--- src/rtl/mac_outer_acc_pkg.sv ---
// Shared sizes, state encoding and index helper for the outer-product accumulator.
package mac_outer_acc_pkg;

    localparam int N      = 3;
    localparam int DATA_W = 4;
    localparam int ACC_W  = 2 * DATA_W + 2;
    localparam int IDX_W  = 4;

    typedef logic [DATA_W-1:0] data_t;
    typedef logic [ACC_W-1:0]  acc_t;
    typedef logic [IDX_W-1:0]  idx_t;

    localparam logic [1:0] ST_IDLE  = 2'd0;
    localparam logic [1:0] ST_ACCUM = 2'd1;
    localparam logic [1:0] ST_DRAIN = 2'd2;
    localparam logic [1:0] ST_DONE  = 2'd3;

    // Row-major position of element (i,j) in a matrix that is col wide.
    function automatic idx_t row_major_idx(input logic [1:0] i,
                                           input logic [1:0] j,
                                           input logic [1:0] col);
        return ({2'b00, i} * {2'b00, col}) + {2'b00, j};
    endfunction

endpackage

--- src/rtl/mac_outer_acc_cell.sv ---
// One accumulator of the outer-product array: clears and/or adds a*b each cycle.
module mac_cell
    import mac_outer_acc_pkg::*;
(
    input  logic  clk,
    input  logic  rst_n,
    input  data_t a_i,
    input  data_t b_i,
    input  logic  en_i,
    input  logic  clr_i,
    output acc_t  acc_o
);

    logic [2*DATA_W-1:0] prod;
    acc_t                acc_q;
    acc_t                acc_d;

    assign prod = a_i * b_i;

    // Clear and accumulate may coincide: the first column lands on a cleared cell.
    always_comb begin
        acc_d = (clr_i ? '0 : acc_q)
              + (en_i ? {{(ACC_W - 2*DATA_W){1'b0}}, prod} : '0);
    end

    always_ff @(posedge clk) begin
        if (!rst_n) begin
            acc_q <= '0;
        end else begin
            acc_q <= acc_d;
        end
    end

    assign acc_o = acc_q;

endmodule

--- src/rtl/mac_outer_acc.sv ---
// Accumulates C += W[:,k]*X[k,:] over a 3x3 cell array, then streams C out
// row-major over a valid/ready handshake.
module mac_outer_acc
    import mac_outer_acc_pkg::*;
(
    input  logic             clk,
    input  logic             rst_n,
    input  logic [DATA_W-1:0] w_in1,
    input  logic [DATA_W-1:0] w_in2,
    input  logic [DATA_W-1:0] w_in3,
    input  logic [DATA_W-1:0] x_in1,
    input  logic [DATA_W-1:0] x_in2,
    input  logic [DATA_W-1:0] x_in3,
    input  logic             ld_mac,
    input  logic             clear_mac,
    input  logic             unload_res,
    input  logic [1:0]       row_w,
    input  logic [1:0]       col_x,
    output logic [ACC_W-1:0] res_data,
    output logic [IDX_W-1:0] res_idx,
    output logic             res_valid,
    input  logic             res_ready,
    output logic             res_last,
    output logic             busy,
    output logic             done
);

    logic [1:0] state_q, state_d;
    logic [1:0] rows_q, rows_d;
    logic [1:0] cols_q, cols_d;
    logic [1:0] i_q, i_d;
    logic [1:0] j_q, j_d;
    acc_t       data_q, data_d;
    idx_t       idx_q, idx_d;
    logic       valid_q, valid_d;
    logic       last_q, last_d;

    logic       acc_en;
    logic       cell_en;
    logic       cell_clr;
    logic       fire;
    logic       load_elem;
    logic [1:0] ni, nj;

    data_t w_vec [N];
    data_t x_vec [N];
    acc_t  acc   [N][N];

    assign w_vec[0] = w_in1;
    assign w_vec[1] = w_in2;
    assign w_vec[2] = w_in3;
    assign x_vec[0] = x_in1;
    assign x_vec[1] = x_in2;
    assign x_vec[2] = x_in3;

    assign acc_en   = ld_mac & ~unload_res & ~clear_mac;
    assign cell_en  = acc_en & ((state_q == ST_IDLE) | (state_q == ST_ACCUM));
    assign cell_clr = clear_mac | (state_q == ST_IDLE);
    assign fire     = valid_q & res_ready;

    genvar gi, gj;
    generate
        for (gi = 0; gi < N; gi++) begin : g_row
            for (gj = 0; gj < N; gj++) begin : g_col
                mac_cell u_cell (
                    .clk   (clk),
                    .rst_n (rst_n),
                    .a_i   (w_vec[gi]),
                    .b_i   (x_vec[gj]),
                    .en_i  (cell_en),
                    .clr_i (cell_clr),
                    .acc_o (acc[gi][gj])
                );
            end
        end
    endgenerate

    // clear_mac wins over every state; loading an element registers the drain mux output.
    always_comb begin
        state_d   = state_q;
        rows_d    = rows_q;
        cols_d    = cols_q;
        i_d       = i_q;
        j_d       = j_q;
        data_d    = data_q;
        idx_d     = idx_q;
        valid_d   = valid_q;
        last_d    = last_q;
        ni        = i_q;
        nj        = j_q;
        load_elem = 1'b0;

        if (clear_mac) begin
            state_d = ST_IDLE;
            valid_d = 1'b0;
            last_d  = 1'b0;
            data_d  = '0;
            idx_d   = '0;
        end else begin
            case (state_q)
                ST_IDLE: begin
                    if (acc_en) begin
                        state_d = ST_ACCUM;
                        rows_d  = row_w;
                        cols_d  = col_x;
                    end
                end
                ST_ACCUM: begin
                    if (unload_res) begin
                        if ((rows_q == 2'd0) || (cols_q == 2'd0)) begin
                            state_d = ST_DONE;
                        end else begin
                            state_d   = ST_DRAIN;
                            ni        = 2'd0;
                            nj        = 2'd0;
                            load_elem = 1'b1;
                        end
                    end
                end
                ST_DRAIN: begin
                    if (fire) begin
                        if (last_q) begin
                            state_d = ST_DONE;
                            valid_d = 1'b0;
                            last_d  = 1'b0;
                        end else begin
                            load_elem = 1'b1;
                            if (j_q == cols_q - 2'd1) begin
                                ni = i_q + 2'd1;
                                nj = 2'd0;
                            end else begin
                                nj = j_q + 2'd1;
                            end
                        end
                    end
                end
                ST_DONE: begin
                    state_d = ST_DONE;
                end
                default: begin
                    state_d = ST_IDLE;
                end
            endcase
        end

        if (load_elem) begin
            i_d     = ni;
            j_d     = nj;
            valid_d = 1'b1;
            idx_d   = row_major_idx(ni, nj, cols_q);
            last_d  = (ni == rows_q - 2'd1) && (nj == cols_q - 2'd1);
            data_d  = '0;
            for (int r = 0; r < N; r++) begin
                for (int c = 0; c < N; c++) begin
                    if ((ni == 2'(r)) && (nj == 2'(c))) begin
                        data_d = acc[r][c];
                    end
                end
            end
        end
    end

    always_ff @(posedge clk) begin
        if (!rst_n) begin
            state_q <= ST_IDLE;
            rows_q  <= '0;
            cols_q  <= '0;
            i_q     <= '0;
            j_q     <= '0;
            data_q  <= '0;
            idx_q   <= '0;
            valid_q <= 1'b0;
            last_q  <= 1'b0;
        end else begin
            state_q <= state_d;
            rows_q  <= rows_d;
            cols_q  <= cols_d;
            i_q     <= i_d;
            j_q     <= j_d;
            data_q  <= data_d;
            idx_q   <= idx_d;
            valid_q <= valid_d;
            last_q  <= last_d;
        end
    end

    assign res_data  = data_q;
    assign res_idx   = idx_q;
    assign res_valid = valid_q;
    assign res_last  = last_q;
    assign busy      = (state_q == ST_ACCUM) || (state_q == ST_DRAIN);
    assign done      = (state_q == ST_DONE);

endmodule

--- config.mk ---
export PLATFORM = sky130hd
export DESIGN_NAME = mac_outer_acc
export DESIGN_NICKNAME = d
export VERILOG_FILES = /design/src/rtl/mac_outer_acc_pkg.sv /design/src/rtl/mac_outer_acc_cell.sv /design/src/rtl/mac_outer_acc.sv
export SDC_FILE = /design/constraint.sdc
export NUM_CORES = 1
export LEC_CHECK = 0
export BUFFER_PORTS_ARGS = -buffer_cell sky130_fd_sc_hd__buf_2
export CAP_MARGIN = 20
export CORE_MARGIN = 1.5
export CORE_UTILIZATION = 35
export DETAILED_ROUTE_END_ITERATION = 12
export HOLD_SLACK_MARGIN = 0.1
export PLACE_DENSITY = 0.51
export SLEW_MARGIN = 20
export SYNTH_ARGS = -nofsm -noshare
export SYNTH_HDL_FRONTEND = slang
export SYNTH_SLANG_ARGS = --single-unit
--- constraint.sdc ---
create_clock -name clk -period 4.9 [get_ports clk]
set_clock_uncertainty 0.2 [all_clocks]
set_input_delay 0.98 -clock clk [delete_from_list [all_inputs] [get_ports clk]]
set_output_delay 0.98 -clock clk [all_outputs]
set_load 0.005 [all_outputs]
=== Word-level counts from Yosys, hierarchy flattened ===
Cells that the tools add are included.

* Flip-flop bits (word level): 116
* Input bits: 34

* $add $sub $neg: 14
* $mul: 10
* Equal/unequal tests: 14
* Multiplexer cells: 66
* Bitwise gates (word level): 9
* Reductions and logical operators: 26

{| class="wikitable"
|+ Operators by type and width
! operator !! count
|-
| 10-bit 2-to-1 mux || 20
|-
| 10-bit adder || 9
|-
| 4-bit by 4-bit multiplier with 8-bit output || 9
|-
| 8-bit 2-to-1 mux || 9
|-
| 2-bit 2-to-1 mux || 16
|-
| 1-bit 2-to-1 mux || 15
|-
| 1-bit logical AND || 10
|-
| 2-bit logical NOT || 5
|-
| 3-bit nonzero test || 3
|-
| 2-bit equality test (second input constant) || 4
|-
| 4-bit 2-to-1 mux || 2
|-
| 2-bit != test (second input constant) || 4
|-
| 2-bit one-hot mux with 2 select lines || 2
|-
| 2-bit one-hot mux with 4 select lines || 1
|-
| 2-bit by 1-bit equality test with 1-bit output (second input constant) || 3
|-
| 2-bit equality test || 3
|-
| 3-bit AND reduction || 2
|-
| 2-bit by 1-bit adder with 2-bit output (second input constant) || 2
|-
| 4-bit by 2-bit adder with 4-bit output || 1
|-
| 1-bit bitwise AND || 4
|-
| 2-bit by 2-bit multiplier with 4-bit output || 1
|-
| 4-bit AND reduction || 1
|-
| 2-bit by 1-bit subtractor with 2-bit output (second input constant) || 2
|-
| 1-bit NOT || 3
|-
| other kinds (6) || 8
|}

=== Logic depth before layout (Yosys ltp) ===
Gate-level depths: netlist (run 1).

* Word-level depth: 19
* Mapped depth: 18
* Gate-level depth less buffers: 17

=== Hierarchy ===
A second synthesis (run 1) with hierarchy kept.

* Cell total of the unflattened synthesis: 1610
* Area total of the unflattened synthesis: 13252.7 um^2

{| class="wikitable"
|+ Modules (own cells, without submodules)
! module !! instances !! cells an instance !! area each (um^2) !! seq. area each (um^2)
|-
| mac_cell at g_row[0].g_col[0].u_cell ... || 7 || 144 || 1208.7 || 200.2
|-
| mac_outer_acc || 1 || 318 || 2396.0 || 520.5
|-
| mac_cell at g_row[0].g_col[2].u_cell || 1 || 143 || 1207.4 || 200.2
|-
| mac_cell at g_row[2].g_col[2].u_cell || 1 || 141 || 1188.6 || 200.2
|}

=== Least setup slack after synthesis (run 1) ===
No wires, ideal clock.

* Path kind: input to register
* Start point: input w_in1[0]
* End point: register g_row[0].g_col[0].u_cell.acc_q[9]
* Setup time: 0.123 ns
* Arrival time: 4.372 ns
* Data required time: 4.577 ns
* Path slack: 0.205 ns
* Stages on the path: 18
* Cells stage by stage: clkbuf_1 > nand2_1 > fa_1 > inv_1 > fa_1 > ha_1 > a21o_1 > a21o_1 > a21o_1 > a21oi_1 > xor2_1 > nor2_1 > ha_1 > nand2_1 > a21boi_0 > a41oi_1 > xor2_1 > nor2_1

* Word-level cells in the longest chain between the ends: 3

{| class="wikitable"
|+ RTL lines
! element !! RTL line !! source
|-
| start, declared || mac_outer_acc.sv:8 || <nowiki>input logic [DATA_W-1:0] w_in1,</nowiki>
|-
| 4-bit by 4-bit multiplier with 8-bit output || mac_outer_acc_cell.sv:18 || <nowiki>assign prod = a_i * b_i;</nowiki>
|-
| 8-bit 2-to-1 mux || mac_outer_acc_cell.sv:23 || <nowiki>+ (en_i ? {{(ACC_W - 2*DATA_W){1'b0}}, prod} : '0);</nowiki>
|-
| 10-bit adder || mac_outer_acc_cell.sv:23 ||
|-
| end signal, assigned || mac_outer_acc_cell.sv:28 || <nowiki>acc_q <= '0;</nowiki>
|-
| end signal, assigned || mac_outer_acc_cell.sv:30 || <nowiki>acc_q <= acc_d;</nowiki>
|-
| end, declared || mac_outer_acc_cell.sv:15 || <nowiki>acc_t acc_q;</nowiki>
|}

No other way between the ends.
A chain may end at the register's enable or synchronous reset.

=== Final worst setup path (run 1) ===
* Start point: input w_in1[0]
* End point: register g_row[0].g_col[2].u_cell.acc_q[9]

* Word-level cells in the longest chain between the ends: 3

{| class="wikitable"
|+ RTL lines
! element !! RTL line
|-
| 4-bit by 4-bit multiplier with 8-bit output || mac_outer_acc_cell.sv:18
|-
| 8-bit 2-to-1 mux || mac_outer_acc_cell.sv:23
|-
| 10-bit adder || mac_outer_acc_cell.sv:23
|-
| end signal, assigned || mac_outer_acc_cell.sv:28
|-
| end signal, assigned || mac_outer_acc_cell.sv:30
|-
| end, declared || mac_outer_acc_cell.sv:15
|}

No other way between the ends.

==> results.txt, run 1 <==
----------------------------------------------------
[Final layout]
  Final design utilization ... roughly 41%
  Proportion of layout cells with a drive suffix above 1 ... between 10% and 20%
  Final layout net count ... ~1.9k
  # diodes ... 0
  Area of all placed cells without fillers ... between 10000 and 15000 sq um
  Filler Cells Inserted ... ~3.5k
  Area delta synth->final ... 15.98%

[Synthesis]
  Avg Synthesized Cell Area ... 8.342 sq um
  Most instantiated library cell after synthesis ... and2_1
  Number of different library cells in the post-synthesis netlist ... 81
  Commonest cells in the netlist ... and2_1 (219), ha_1 (188), inv_1 (138), dfxtp_1 (116), nand2_1 (101)
  Share of the yosys chip area belonging to registers ... 18.86%
  Number of warnings issued by yosys ... 0
  Number of enable flip-flop cells after synthesis ... 0
  Post-Syn Nets ... between 1.5k and 2k
  Flops & latches, synth ... 116
  Cell count after synthesis ... 1476
  Primary flip-flop cell chosen by synthesis mapping ... dfxtp_1
  Share of flip-flops with an asynchronous set or reset ... 0%
  Combined area of all synthesized cells ... around 12000 sq um
  Area contributors post-synth ... ha_1 (19%), dfxtp_1 (19%), and2_1 (11%)
  Most area-hungry cell type in the Yosys netlist ... ha_1
  Share of the synthesized area in the top cell type ... 19.10%

[Status]
  Outcome ... completed

[Routing]
  DRC violation count after routing ... 0
  Wire per inst ... 16.58 um
  Post-DR vias/cell ... 4.923
  Final Routed Wirelength ... 34050 um
  Overall via count from detail_route ... 10.11k
  Router iterations before antenna repair ... 5
  Routed Antenna Nets ... 0
  Number of DRC markers in iteration 0 ... 407

[Clock tree]
  Longest Clk Path Bufs ... 2
  Number of clock buffers inserted by TritonCTS ... 17
  Post-cts hold buffer count ... 0
  Post-CTS setup buffers ... 0
  Clk root buf ... clkbuf_16
  H-tree levels ... 4
  Clock tree from TritonCTS ... built
  Clock-pin transition on the worst setup and hold timing paths ... 0.06 ns
  Number of sinks handled by clock tree synthesis ... about 120
  Post-cts resize count ... 0
  Clock latency on the worst-skew pair ... between 0.4 and 0.5 ns

[Global route]
  Total congestion overflow after global routing ... 0
  GRT Total Usage ... 19.62%
  Vias in the first global route ... 10.15k
  Wire length of the first global-routing pass ... 55210 um
  Number of antenna violations at the first check in global routing ... 0
  Pin count of the biggest net entering global routing ... 49

[Worst setup path]
  Slowest cell on the critical path ... fa_1
  Ordered list of cells on the worst path ... buf_2 > nand2_1 > fa_1 > inv_1 > fa_1 > ha_1 > a21o_1 > a21o_1 > a21o_1 > a21oi_1 > xor2_1 > nor2_1 > ha_1 > nand2_1 > a21boi_0 > a41oi_1 > xnor2_1 > nor2_1
  Worst Path Arrival ... 4.79 ns
  Top cell by count, worst path ... a21o_1
  Cell type group with the largest total delay on the critical path ... adder cells
  Kind of critical path ... in -> reg
  Worst path required time ... 4.99 ns
  Nature of the critical path startpoint ... primary input
  Highest fanout seen on the critical path ... 6
  Kind of end point of the critical path ... register
  Count of buffer and inverter cells on the critical path ... 2
  Largest stage delay on the critical path ... approximately 0.55 ns

[Floorplanning]
  I/O Pins ... between 50 and 60
  Starting utilization of the core area ... between 30% and 40%
  Floorplan row count ... 68
  Vertical extent of the die ... 190.6 um
  Floorplan die area ... 36320 sq um
  Die Wd ... about 190 um
  Area of the core region ... 34630 sq um

[Timing]
  Post-layout min period ... 4.693 ns
  Worst Max-Slew Pin Slew ... 0.8931 ns
  Crit share post-route ... 95.77%
  Slew HR ... 40.24%
  Total count of max-transition violations in the final report ... 0
  Hold Vio Cnt, Final ... 0
  Total Negative Setup Slacks ... 0 ns
  Highest attainable clock frequency ... between 0.2 and 0.25 GHz
  Endpoints failing setup ... 0
  Min Hold Slack ... 0.2581 ns
  RSZ-0062 raised after global routing ... no

[Placement]
  Detailed Place HPWL ... roughly 27000 um
  Placed instance area ... between 10000 and 15000 sq um
  Gpl congestion ... 0.8620
  Number of buffer cells added on primary ports ... slightly above 50

[Pwr]
  Power Total ... 2.935 mW
  Peak VDD IR ... 0.0002538 V
  Ratio of total power to cell area ... 205.5 nW/um^2
  Leakage power ... approximately 7.0 nW

[Job]
  Total of max-cap violations ... 0

[Worst hold path]
  Tightest Hold Check Type ... reg -> reg

----------------------------------------------------
[power breakdown]
| group | switching (mW) | leakage [nW] | internal, mW | total, mW |
|---|---|---|---|---|
| Clock | 0.455 | 0.295 | 0.829 | 1.28 |
| Sequential | 0.0107 | 0.936 | 0.960 | 0.970 |
| Combinational | 0.370 | 5.77 | 0.311 | 0.681 |
[cell families (layout without fill, tap and decap cells)]
group,count (synthesis),in the layout,share of synthesized area [%]
AOI/OAI and AO/OA,286,286,16.07
adders and majority gates,235,235,26.75
and+or+nand+nor,548,548,25.54
muxes,4,4,0.3759
buffers and inverters,207,330,6.727
xor gates and xnor gates,80,80,5.690
DFF,116,116,18.86
[routing by layer]
layer	track usage (%)	part of all wire, %	wire length (um)	up-vias
li1	-	-	-	5211
met1	27.94	51	17460	4726
met2	31.73	44	15030	158
met3	2.172	3.5	1199	16
met4	4.149	1.0	356	0
met5	0	0	0	-
[flip-flops by register name (all words and copies together), names as in the netlist, 2 cells and up]
register,flops
g_row.g_col.u_cell.acc_o,90
res_data,10
res_idx,4
i_q,2
j_q,2
rows_q,2
state_q,2
cols_q,2
[area by class of cell]
type	instances	area, sq um	area share [%]
Tap cell	455	569.3	3.986
Timing Repair Buffer	158	1071	7.500
Clock buffer	25	515.5	3.610
Multi-Input combinational cell	1153	9181	64.29
Sequential cell	116	2322	16.26
Clock inverter	7	93.84	0.6571
Inverter	140	528.0	3.697
[worst paths after layout]
path              cells after the start  slack [ns]         from                                end
setup / recovery                     18        0.21     w_in1[0]  g_row[0].g_col[2].u_cell.acc_o[9]
hold / removal                        2        0.26  res_data[3]                        res_data[3]
setup reg to reg                     15        1.00   state_q[0]  g_row[0].g_col[0].u_cell.acc_o[9]
hold reg to reg                       2        0.26  res_data[3]                        res_data[3]
[worst reg2reg max path, cell delays in order (launching register included)]
cell,delay (ns)
dfxtp_1,0.39
inv_1,0.09
ha_1,0.32
nor2_4,0.45
buf_4,0.36
nand2_1,0.15
inv_1,0.08
ha_1,0.22
a21o_1,0.17
a21oi_1,0.21
o21ai_0,0.11
a21oi_1,0.23
o21ai_0,0.15
a41oi_1,0.44
xor2_1,0.18
nor2_1,0.05
[metrics by stage]
step | instances | setup slack, ns
2_1_floorplan | 1476 | 0.2050
3_3_place_gp | 2022 | -0.2412
3_5_place_dp | 2022 | -0.2710
4_1_cts | 2054 | 0.1595
5_1_grt | 2054 | 0.008143
6_report | 2054 | 0.2073
[cells in the final DEF (no fill, tap or decap), types with 27 or more instances in the layout]
| cell type | netlist | final |
|---|---|---|
| nor2_1 | 66 | 65 |
| nand2_1 | 101 | 101 |
| a21oi_1 | 75 | 75 |
| dfxtp_1 | 116 | 116 |
| ha_1 | 188 | 188 |
| fa_1 | 47 | 47 |
| xor2_1 | 36 | 36 |
| xnor2_1 | 44 | 44 |
| and2_1 | 219 | 219 |
| nor3b_1 | 37 | 37 |
| a21o_1 | 42 | 42 |
| buf_4 | 1 | 106 |
| nand3_1 | 27 | 27 |
| buf_2 | 6 | 51 |
| o21ai_0 | 48 | 48 |
| nor2b_1 | 39 | 39 |
| inv_1 | 138 | 138 |
Power figures use the tool's default switching activity.
==> run 2, diff against run 1 <==
--- a/config.mk
+++ b/config.mk
@@ -5,6 +5,7 @@
 export SDC_FILE = /design/constraint.sdc
 export NUM_CORES = 1
 export LEC_CHECK = 0
+export ABC_AREA = 1
 export BUFFER_PORTS_ARGS = -buffer_cell sky130_fd_sc_hd__buf_2
 export CAP_MARGIN = 20
 export CORE_MARGIN = 1.5
==> results.txt, run 2 <==
----------------------------------------------------
[Timing]
  Total count of max-transition violations in the final report ... 0 (unchanged)
  Crit share post-route ... 94.08% (was 95.77%)
  Slew HR ... 29.60% (was 40.24%)
  Post-layout min period ... 4.610 ns (was 4.693 ns)
  Endpoints failing setup ... 0 (unchanged)
  Min Hold Slack ... 0.2578 ns (was 0.2581 ns)
  Worst Max-Slew Pin Slew ... 1.052 ns (was 0.8931 ns)
  RSZ-0062 raised after global routing ... no (unchanged)
  Highest attainable clock frequency ... 0.2169 GHz (was 0.2131 GHz)
  Hold Vio Cnt, Final ... 0 (unchanged)

[Clock tree]
  Clock tree from TritonCTS ... built (unchanged)
  Clk root buf ... clkbuf_16 (unchanged)
  Longest Clk Path Bufs ... 2 (unchanged)
  Post-cts hold buffer count ... 0 (unchanged)
  H-tree levels ... 4 (unchanged)
  Clock latency on the worst-skew pair ... 0.43 ns (was 0.42 ns)
  Clock-pin transition on the worst setup and hold timing paths ... 0.06 ns (about the same)
  Number of sinks handled by clock tree synthesis ... 116 (unchanged)
  Number of clock buffers inserted by TritonCTS ... 17 (unchanged)

[Synthesis]
  Avg Synthesized Cell Area ... 6.612 sq um (was 8.342 sq um)
  Share of flip-flops with an asynchronous set or reset ... 0% (unchanged)
  Share of the synthesized area in the top cell type ... 19.37% (was 19.10%)
  Post-Syn Nets ... 2106 (was 1745)
  Flops & latches, synth ... 116 (unchanged)
  Number of warnings issued by yosys ... 0 (unchanged)
  Number of different library cells in the post-synthesis netlist ... 37 (was 81)
  Commonest cells in the netlist ... inv_1 (383), nand2_1 (337), nor2_1 (250), ha_1 (188), a21oi_1 (173) (was and2_1 (219), ha_1 (188), inv_1 (138), dfxtp_1 (116), nand2_1 (101))
  Area contributors post-synth ... ha_1 (19%), dfxtp_1 (19%), inv_1 (12%) (was ha_1 (19%), dfxtp_1 (19%), and2_1 (11%))
  Combined area of all synthesized cells ... 12150 sq um (was 12310 sq um)
  Cell count after synthesis ... 1837 (was 1476)
  Most instantiated library cell after synthesis ... inv_1 (was and2_1)
  Number of enable flip-flop cells after synthesis ... 0 (unchanged)
  Most area-hungry cell type in the Yosys netlist ... ha_1 (unchanged)
  Primary flip-flop cell chosen by synthesis mapping ... dfxtp_1 (unchanged)
  Share of the yosys chip area belonging to registers ... 19.12% (was 18.86%)

[Final layout]
  Filler Cells Inserted ... 3707 (was 3520)
  Combined area of the multi-input logic cells ... 8107 sq um (was 9181 sq um)
  Area delta synth->final ... 14.68% (was 15.98%)
  Commonest cells after routing, fill and taps aside ... inv_1 (382), nand2_1 (337), nor2_1 (249) (was and2_1 (219), ha_1 (188), inv_1 (138))
  Final design utilization ... 40.52% (was 41.24%)
  Proportion of layout cells with a drive suffix above 1 ... 10.98% (was 14.51%)
  Most common cell after layout, fill and taps aside ... inv_1 (was and2_1)
  Largest register FFs ... 90 (unchanged)
  Final layout net count ... 2196 (was 1855)
  # diodes ... 0 (unchanged)
  Sequential cell area ... 2322 sq um (unchanged)

[Routing]
  Post-DR vias/cell ... 4.628 (was 4.923)
  Final Routed Wirelength ... 33990 um (was 34050 um)
  DRC violation count after routing ... 0 (unchanged)
  Wire per inst ... 14.19 um (was 16.58 um)
  Routed Antenna Nets ... 0 (unchanged)
  Router iterations before antenna repair ... 5 (unchanged)
  Number of DRC markers in iteration 0 ... 596 (was 407)
  Overall via count from detail_route ... 11.08k (was 10.11k)

[Global route]
  GRT Total Usage ... 19.83% (was 19.62%)
  Wire length of the first global-routing pass ... 55880 um (was 55210 um)
  Global-route met1 utilization ... 28.11% (was 27.94%)
  Pin count of the biggest net entering global routing ... 62 (was 49)
  Total congestion overflow after global routing ... 0 (unchanged)
  Busiest grt layer ... met2 (unchanged)
  Global routing usage on met3 ... 2.076% (was 2.172%)
  Number of antenna violations at the first check in global routing ... 0 (unchanged)
  Vias in the first global route ... 10.74k (was 10.15k)
  Met2 usage ... 32.40% (was 31.73%)

[Placement]
  Number of buffer cells added on primary ports ... 51 (unchanged)
  Detailed Place HPWL ... 27210 um (was 27330 um)
  Gpl congestion ... 0.8391 (was 0.8620)

[Floorplanning]
  Floorplan die area ... 35830 sq um (was 36320 sq um)
  I/O Pins ... 52 (unchanged)
  Starting utilization of the core area ... 35.33% (was 35.56%)
  Floorplan row count ... 68 (unchanged)
  Area of the core region ... 34370 sq um (was 34630 sq um)
  Vertical extent of the die ... 189.3 um (was 190.6 um)
  Die Wd ... 189.3 um (was 190.6 um)

[Pwr]
  Peak VDD IR ... 0.0002385 V (was 0.0002538 V)
  Ratio of total power to cell area ... 204.4 nW/um^2 (was 205.5 nW/um^2)
  Leakage power ... 7.512 nW (was 7.005 nW)

[Worst hold path]
  Tightest Hold Check Type ... reg -> reg (unchanged)
  Hold Crit Start ... res_idx[0] (was res_data[3])

[Worst setup path]
  Start point of the critical path ... w_in1[1] (was w_in1[0])
  Kind of critical path ... in -> reg (unchanged)
  Reg-to-reg startpoint ... state_q[0] (unchanged)
  Nature of the critical path startpoint ... primary input (unchanged)
  Slack of the worst reg-to-reg path ... 0.79 ns (was 1.00 ns)
  Highest fanout seen on the critical path ... 9 (was 6)
  Worst path required time ... 5.05 ns (was 4.99 ns)
  Worst Path Arrival ... 4.76 ns (was 4.79 ns)
  Kind of end point of the critical path ... register (unchanged)

[Job]
  Total of max-cap violations ... 0 (unchanged)

[Status]
  Outcome ... completed (unchanged)

----------------------------------------------------
run 2: metal layers:
metal | vias to the layer above | share of wire, % | routed length [um]
met5 | - | 0 | 0
li1 | 5926 | - | -
met4 | 0 | 0.97 | 329
met2 | 149 | 44 | 14890
met3 | 18 | 2.7 | 912
met1 | 4991 | 53 | 17860
run 2: metrics by stage:
stage	instance area [sq um]	cells	TNS (ns)	setup slack (ns)	power, mW
final	13930	2395	0	0.2901	2.847
after global routing	13930	2395	0	0.005651	3.018
after CTS	13930	2395	0	0.2319	2.877
after detailed placement	13350	2363	-1.122	-0.2204	1.630
after global placement	13350	2363	-0.8377	-0.2056	1.623
after floorplan	12150	1837	0	0.1542	1.418
run 2: critical path: stages:
cell	delay [ns]
clkbuf_4	0.21
nand2_1	0.11
fa_1	0.51
inv_1	0.06
fa_1	0.57
inv_1	0.07
fa_1	0.57
nor2_1	0.07
ha_1	0.32
inv_1	0.06
o31ai_1	0.32
nand2_1	0.09
inv_1	0.08
nor2_1	0.05
nor2_1	0.09
nor2_1	0.05
inv_1	0.06
nand2_1	0.05
inv_1	0.06
o21ai_0	0.11
and3_1	0.16
nor3_1	0.11
run 2: cells by family after synthesis:
family | count (synthesis) | synth area share (%)
fa+ha+maj | 235 | 27.11
compound gates | 308 | 13.57
flops | 116 | 19.12
buf+inv | 454 | 14.25
xor+xnor | 19 | 1.370
simple gates | 705 | 24.58
run 2: report_power, final:
part	leakage (nW)	internal (mW)	switching [mW]
logic	6.28	0.239	0.406
registers	0.937	0.960	0.00787
clock network	0.292	0.780	0.454
run 2: path summary, 6_finish.rpt:
check                                       to  cells past startpoint
max          g_row[0].g_col[0].u_cell.acc_o[8]                     22
min                                 res_idx[0]                      2
max reg2reg  g_row[1].g_col[0].u_cell.acc_o[9]                     20
min reg2reg                         res_idx[0]                      2
run 2: area by class of cell:
cell class                 instances  share of cell area, %
clock buffer                      21                  3.378
timing repair buffer             129                  6.144
inverter                         396                  10.74
clock inverter                    11                 0.7725
tap                              455                  4.087
multi-input combinational       1267                  58.20
sequential                       116                  16.67
run 2: repair_timing:
item | 4_1_cts | 5_1_grt
endpoints found under the setup margin | 0 | 7
setup buffers | 0 | 0
resized for setup | 0 | 2
hold endpoints to repair | 0 | 0
